<file path="config.mk">
export PLATFORM = sky130hd
export DESIGN_NAME = trigger_manager_mc
export DESIGN_NICKNAME = d
export VERILOG_FILES = /design/src/rtl/trigger_manager_mc.sv
export SDC_FILE = /design/constraint.sdc
export NUM_CORES = 1
export LEC_CHECK = 0
export ABC_CLOCK_PERIOD_IN_PS = 4100
export BUFFER_PORTS_ARGS = -buffer_cell sky130_fd_sc_hd__buf_2
export CORE_MARGIN = 3
export CORE_UTILIZATION = 29
export CTS_CLUSTER_SIZE = 24
export DETAILED_ROUTE_END_ITERATION = 6
export PLACE_DENSITY = 0.46
export SETUP_SLACK_MARGIN = 0.4
export SYNTH_ARGS = -nofsm -noshare
export SYNTH_HDL_FRONTEND = slang
export SYNTH_SLANG_ARGS = --single-unit
</file>
<file path="constraint.sdc">
create_clock -name clk -period 4.1 [get_ports clk]
set_input_delay 0 -clock clk [delete_from_list [all_inputs] [get_ports clk]]
set_output_delay 0 -clock clk [all_outputs]
set_load 0.005 [all_outputs]
</file>
<file path="src/rtl/trigger_manager_mc.sv">
// -----------------------------------------------------------------------------
// trigger_manager_mc
//
// Multi-channel trigger sequencer. When a trigger arrives, it asks every enabled
// channel to prepare. Once all latched channels report ready, it opens the fill
// window. Once all latched channels report done, it closes the window again.
// It also counts fills and dropped triggers, and aborts sequences that hang.
//
// Optional feature macro: TRIG_MGR_PENDING_EN
//   defined   - triggers that arrive while busy are queued in a saturating
//               pending counter; IDLE drains one entry per start.
//   undefined - every busy trigger is dropped; pending is tied to 0.
//
// Ports:
//   clk          clock
//   rst_n        asynchronous active-low reset
//   trigger      one-cycle trigger pulse
//   chan_en      channel enable mask, latched at each start
//   ready        per-channel prepared indication
//   done         per-channel fill complete
//   prepare      request channels to prepare (PREPARE state)
//   go           fill window active (FILL state)
//   pause        pause upstream during fill (FILL state)
//   busy         sequencer not idle
//   fill_num     fills started, wraps
//   drop_count   discarded triggers, saturates at all-ones
//   pending      queued trigger count
//   timeout_err  one-cycle pulse after an aborted sequence
// -----------------------------------------------------------------------------
module trigger_manager_mc #(
   parameter int NCH     = 4,
   parameter int TIMEOUT = 65535,
   parameter int TO_W    = 16,
   parameter int CNT_W   = 24,
   parameter int PEND_W  = 4
) (
   input  logic              clk,
   input  logic              rst_n,
   input  logic              trigger,
   input  logic [NCH-1:0]    chan_en,
   input  logic [NCH-1:0]    ready,
   input  logic [NCH-1:0]    done,
   output logic              prepare,
   output logic              go,
   output logic              pause,
   output logic              busy,
   output logic [CNT_W-1:0]  fill_num,
   output logic [CNT_W-1:0]  drop_count,
   output logic [PEND_W-1:0] pending,
   output logic              timeout_err
);

   typedef enum logic [1:0] {S_IDLE, S_PREPARE, S_FILL} state_t;

   localparam logic [TO_W-1:0] TO_LAST = TO_W'(TIMEOUT - 1);

   state_t           r_state, w_state_next;
   logic [NCH-1:0]   r_act_mask;
   logic [TO_W-1:0]  r_to_cnt;
   logic [CNT_W-1:0] r_fill_num, r_drop_count;
   logic             r_prepare, r_go, r_busy, r_timeout_err;

   logic w_pend_nz, w_busy_drop;
   logic w_latch, w_fill_inc, w_abort, w_idle_drop, w_busy_trig, w_to_hit;
   logic w_all_ready, w_all_done;

   assign w_all_ready = ((ready & r_act_mask) == r_act_mask);
   assign w_all_done  = ((done  & r_act_mask) == r_act_mask);
   // A zero TIMEOUT turns the watchdog off entirely.
   assign w_to_hit    = (TIMEOUT != 0) && (r_to_cnt == TO_LAST);

   always_comb begin
      w_state_next = r_state;
      w_latch      = 1'b0;
      w_fill_inc   = 1'b0;
      w_abort      = 1'b0;
      w_idle_drop  = 1'b0;
      w_busy_trig  = 1'b0;
      case (r_state)
         S_IDLE: begin
            if (trigger || w_pend_nz) begin
               if (|chan_en) begin
                  w_state_next = S_PREPARE;
                  w_latch      = 1'b1;
               end else begin
                  w_idle_drop  = 1'b1;
               end
            end
         end
         S_PREPARE: begin
            w_busy_trig = trigger;
            // The exit condition takes priority over a coincident timeout.
            if (w_all_ready) begin
               w_state_next = S_FILL;
               w_fill_inc   = 1'b1;
            end else if (w_to_hit) begin
               w_state_next = S_IDLE;
               w_abort      = 1'b1;
            end
         end
         S_FILL: begin
            w_busy_trig = trigger;
            if (w_all_done) begin
               w_state_next = S_IDLE;
            end else if (w_to_hit) begin
               w_state_next = S_IDLE;
               w_abort      = 1'b1;
            end
         end
         default: w_state_next = S_IDLE;
      endcase
   end

   always_ff @(posedge clk or negedge rst_n) begin
      if (!rst_n) begin
         r_state       <= S_IDLE;
         r_act_mask    <= '0;
         r_to_cnt      <= '0;
         r_fill_num    <= '0;
         r_drop_count  <= '0;
         r_prepare     <= 1'b0;
         r_go          <= 1'b0;
         r_busy        <= 1'b0;
         r_timeout_err <= 1'b0;
      end else begin
         r_state       <= w_state_next;
         r_prepare     <= (w_state_next == S_PREPARE);
         r_go          <= (w_state_next == S_FILL);
         r_busy        <= (w_state_next != S_IDLE);
         r_timeout_err <= w_abort;
         if (w_latch)
            r_act_mask <= chan_en;
         // The timeout counter restarts on every state entry.
         if (w_state_next != r_state)
            r_to_cnt <= '0;
         else if (r_state != S_IDLE)
            r_to_cnt <= r_to_cnt + 1'b1;
         if (w_fill_inc)
            r_fill_num <= r_fill_num + 1'b1;
         if ((w_idle_drop || w_busy_drop) && !(&r_drop_count))
            r_drop_count <= r_drop_count + 1'b1;
      end
   end

`ifdef TRIG_MGR_PENDING_EN
   logic [PEND_W-1:0] r_pending;
   logic              w_pend_full;

   assign w_pend_nz   = (r_pending != '0);
   assign w_pend_full = &r_pending;
   assign w_busy_drop = w_busy_trig && w_pend_full;

   // In IDLE, a trigger together with a queued entry consumes one entry and
   // enqueues the trigger, so the count stays the same.
   always_ff @(posedge clk or negedge rst_n) begin
      if (!rst_n)
         r_pending <= '0;
      else if (r_state == S_IDLE) begin
         if (!trigger && w_pend_nz)
            r_pending <= r_pending - 1'b1;
      end else if (trigger && !w_pend_full)
         r_pending <= r_pending + 1'b1;
   end

   assign pending = r_pending;
`else
   assign w_pend_nz   = 1'b0;
   assign w_busy_drop = w_busy_trig;
   assign pending     = '0;
`endif

   assign prepare     = r_prepare;
   assign go          = r_go;
   assign pause       = r_go;
   assign busy        = r_busy;
   assign fill_num    = r_fill_num;
   assign drop_count  = r_drop_count;
   assign timeout_err = r_timeout_err;

endmodule

</file>
Word level (Yosys, flattened, before mapping)
Cells that the tools add are included.

Output and inout port bits: 57. Bits in registers: 74. Logic and storage cells: 53.

Equal/unequal tests: 8. Mux-type cells: 21. Reduce and logical (&&, ||, !) cells: 10. Add/subtract/negate cells: 3. Bitwise logic cells: 2.

Operator list (count): 24-bit by 1-bit adder with 24-bit output, second input constant (2); 16-bit 2-to-1 mux (2); 24-bit AND reduction (1); 16-bit by 1-bit adder with 16-bit output, second input constant (1); 16-bit == test, second input constant (1); 1-bit 2-to-1 mux (12); 2-bit 2-to-1 mux (5); 4-bit bitwise AND (2); 4-bit == test (2); 2-bit case mux with 3 select lines (1); 2-bit nonzero test (3); 2-bit by 1-bit == test with 1-bit output, second input constant (2); 2-bit == test, second input constant (2); 4-bit OR reduction (1); 2-bit zero test (1); 2-bit inequality test (1); 1-bit case mux with 2 select lines (1); 2-bit OR reduction (1); 1-bit logical AND (1); 1-bit zero test (1); 1-bit logical OR (1).

Depth between registers and ports, before layout
Word-level depth: 6. Mapped depth: 8. Depth with buffers taken out: 7.

Worst setup path before layout
Ideal clock, no wire load.

Path kind: register to register. Start: register r_act_mask[1]. End: register r_fill_num[18] (netlist: fill_num[18]). Required time: 4021 ps. Setup slack: 2002 ps. Period minus slack after synthesis: 2098 ps. Cell stages (with the launch flop): 7. Buffers on the path: 1. Arrival: 2019 ps. Cell sequence: dfrtp_1 nor2b_4 or4_4 or4_4 buf_6 nor3b_2 xor2_1.

Word-level cells in the longest chain between the ends: 4.

Ends and longest elaborated chain: start, declared (line 58) `logic [NCH-1:0] r_act_mask;`; start signal, assigned (line 132) `r_act_mask <= chan_en;`; 4-bit bitwise AND (line 67) `assign w_all_ready = ((ready & r_act_mask) == r_act_mask);`; 4-bit == test * (line 67); 1-bit 2-to-1 mux * (line 93) `if (w_all_ready) begin`; 1-bit 2-to-1 mux * (line 79) `case (r_state)`; end signal, assigned (line 139) `r_fill_num <= r_fill_num + 1'b1;`; end, declared (line 60) `logic [CNT_W-1:0] r_fill_num, r_drop_count;`.

Mark *: on every way between the ends. The rest lies on a longest branch, timed or not. A chain may end at the register's enable or synchronous reset.

Worst setup path in the final report
Start: register r_state[1]. End: register r_drop_count[20] (netlist: drop_count[20]).

Word-level cells in the longest chain between the ends: 5.

Ends and longest elaborated chain: start, declared (line 57) `state_t r_state, w_state_next;`; start signal, assigned (line 126) `r_state <= w_state_next;`; 2-bit == test or 2-bit by 1-bit == test with 1-bit output (tied branches) (line 79); 2-bit OR reduction (no line); 1-bit 2-to-1 mux (line 79); 1-bit logical OR * (line 140) `if ((w_idle_drop || w_busy_drop) && !(&r_drop_count))`; 1-bit logical AND * (line 140); end signal, assigned (line 141) `r_drop_count <= r_drop_count + 1'b1;`; end, declared (line 60).

Marks and branches as above.

==> summary.md <==
| Metric | Value |
|---|---|
| MaxCap Viol Count | 0 |
| Initial DRC Count | 226 |
| Clock sinks | 74 |
| Starting Density | 0.3024 |
| Synth Area in Adders | 0.02699 |
| Port bufs | 67 |
| Post-route setup slack | 1.811 ns |
| Worst setup SP type | register |
| Clock Power Share | 0.329 |
| WL final | 8106 microns |
| Status | finished clean |
| Int Power | 1.507 mW |
| Max-slew violation count | 0 |
| CTS Buf Count | 9 |
| NetSw | 690.4 uW |
| Met2 routed WL | 3653 microns |
| Nets | 454 |
| Share of the synthesized area in the top cell type | 0.4993 |
| Initial antenna violation count | 0 |
| Clk_skew | 0.005796 ns |
| Sequential share of the synthesized area | 0.4993 |
| Tmin final | 2.289 ns |
| Syn. warnings | 0 |
| Post-Syn Instances | 354 |
| DR vias/cell | 4.597 |
| Top sig layer | met4 |
| Mean Syn Cell Area | 10.48 sq um |
| Number of global-route vias before repair | 2,745 |
| All-Layer GR Usage | 0.1229 |
| Post_cts resized | 0 |
| Final core occ | 0.3698 |
| DP Cell Count | 583 |
| Power Density | 484.6 nW/um^2 |
| Slew HR | 0.3591 |
| Register bit count reported by yosys | 74 |
| P_leak | 2.047 nW |
| Post-synthesis cell area | 3709 sq um |
| Hold_buf cts | 5 |
| Register clock-pin slew on the reported worst setup and hold paths | 0.06 ns |
| Peak VDD IR | 193.0 uV |
| Synth Area in XOR/XNOR | 0.1441 |
| WL/cell | 13.44 microns |
| Remaining Overflow, GRT | 0 |
| CTS tree | yes |
| Synth area leaders | dfrtp_1 (50%), xnor2_1 (8.3%), xor2_1 (6.1%) |
| Switching Share | 0.3142 |
| Most common cell in the netlist | dfrtp_1 |
| Comb pwr share | 0.250 |
| Area Growth Syn to Fin | 22.27% |
| Final std cells w/o fill | 603 |
| Number of synthesized flops with an enable pin | 0 |
| Seq pwr share | 0.420 |
| Unique cell type count in the Yosys netlist | 43 |
| Hold Fails Final Rpt | 0 |
| Crit Path Max Fanout | 11 |
| DRC | 0 |
| Asr flop ratio synth | 1.000 |
| Largest net degree at the start of global routing | 75 |
| Num ports | 72 |
| Fill cells | 1,235 |
| Final Setup Violations | 0 |
| FMAX | 436.9 MHz |
| H-Tree Level Count | 3 |
| Period utilization | 0.5582 |
| # rows | 40 |
| Main combinational cell family by area after synthesis | simple AND/OR/NAND/NOR gates |
| Wl on met1 | 4027 microns |
| Antenna-violating nets left | 0 |
| Top FF cell, synth | dfrtp_1 |
| WS Path Type | register to register |
| Required @ worst endpoint | 4.36 ns |
| Post-synth top area cell | dfrtp_1 |
| Clock root cell | clkbuf_16 |
| Simple-Gate Fraction of Synth Area | 0.2379 |
| Pre-CTS WS | 1.799 ns |
| Height of the die | 119.1 microns |
| First-pass GRT wire length | 13,990 microns |
| Hold Crit Class | input port to register |
| Met3 routed WL | 292 microns |
| Tightest Pin Transition | 0.9614 ns |
| Post CTS Setup Buffer Count | 0 |
| Most frequent cells after synthesis | dfrtp_1 (74), xnor2_1 (35), nand2_1 (33) |
| Compound-gate portion of the synthesized area | 0.04150 |
| RSZ-0062 raised after global routing | no |
| CP endpoint kind | register |
| Die width | 119.1 microns |
| Share of cells above drive strength 1 | 0.2322 |
| Diode count | 0 |
| Post-synthesis mux area share | 0.01518 |
| Floorplan core area | 12,260 sq um |
| DIE AREA | 14,180 sq um |
| Global placer's final weighted congestion | 0.7409 |
| Worst skew pair latency | 0.33 ns |
| Clk buf depth | 2 |
| Setup Total Neg Slack | 0 ns |
| DP HPWL | 5786 microns |
| Routed vias | 2,772 |
| Drt first pass iters | 4 |
| Worst path arrival time | 2.55 ns |
## power by group through the flow
stage | Sequential (mW) | Clock [mW] | Combinational, mW
after floorplan | 0.921 | 0 | 0.372
after global placement | 0.935 | 0 | 0.552
after detailed placement | 0.938 | 0 | 0.558
after CTS | 0.925 | 0.755 | 0.565
after global routing | 0.942 | 0.778 | 0.633
final | 0.924 | 0.724 | 0.550
## path summary, 6_finish.rpt
check,start,endpoint,slack (ns),cells after the start
worst max-delay path,r_state[1]$_DFF_PN0_,drop_count[20]$_DFFE_PN0P_,1.81,7
max in group asynchronous,rst_n,fill_num[21]$_DFFE_PN0P_,3.09,2
min in group asynchronous,rst_n,drop_count[8]$_DFFE_PN0P_,0.33,2
worst min register to register,fill_num[23]$_DFFE_PN0P_,fill_num[23]$_DFFE_PN0P_,0.47,1
worst max register to register,r_state[1]$_DFF_PN0_,drop_count[20]$_DFFE_PN0P_,1.81,7
worst min-delay path,trigger,prepare$_DFF_PN0_,0.15,5
## registers in the layout (all words and copies together) (netlist names)
register / cells
busy: 1
drop_count: 24
fill_num: 24
go: 1
prepare: 1
r_act_mask: 4
r_state: 2
r_to_cnt: 16
timeout_err: 1
## cells in the final DEF (no fill, tap or decap), types with 6 or more instances in the layout
cell type / instances
nor2_1: 21
inv_1: 15
nor3_1: 23
and3_1: 8
buf_2: 66
nor4_1: 9
xor2_1: 26
ha_1: 8
clkbuf_16: 9
nand2_1: 33
nand3_1: 18
a21oi_1: 6
nand4_1: 14
xnor2_1: 35
dfrtp_1: 74
nor2b_1: 7
## layer usage
layer / vias to the layer above / track usage
li1: 1376 / -
met5: - / 0
met4: 0 / 0.05648
met3: 9 / 0.02896
met2: 56 / 0.1780
met1: 1331 / 0.1730
## worst max-delay path, stage by stage (launching register included)
cell and delay, ns:
dfrtp_1 0.45, inv_1 0.14, ha_1 0.39, nand2_1 0.14, o2bb2a_4 0.23, a211o_1 0.38
nor4_2 0.32, xor2_1 0.16
## area by class of cell
type	instances	area, sq um	share of cell area
sequential	74	1852	0.4084
multi-input combinational	257	1742	0.3841
timing repair buffer	74	402.9	0.08885
clock buffer	12	256.5	0.05657
tap	168	210.2	0.04636
inverter	15	56.30	0.01242
clock inverter	3	15.01	0.003311
## stage by stage
| stage | hold slack [ns] | power [mW] | cell area (sq um) |
|---|---|---|---|
| 4_1_cts | 0.1394 | 2.245 | 4534 |
| 2_1_floorplan | -0.2956 | 1.293 | 3720 |
| 3_5_place_dp | 0.2248 | 1.496 | 4213 |
| 5_1_grt | 0.1794 | 2.353 | 4534 |
| 3_3_place_gp | 0.2225 | 1.487 | 4213 |
| 6_report | 0.1471 | 2.197 | 4534 |
## cell families (layout without fill, tap and decap cells)
family,Yosys count,after routing
AOI/OAI and AO/OA,20,20
other,1,4
xor gates and xnor gates,61,61
buffers and inverters,26,104
muxes,5,5
and+or+nand+nor,159,159
DFF,74,74
adders and majority gates,8,8
Note: power is estimated with default switching activity, not from simulation.
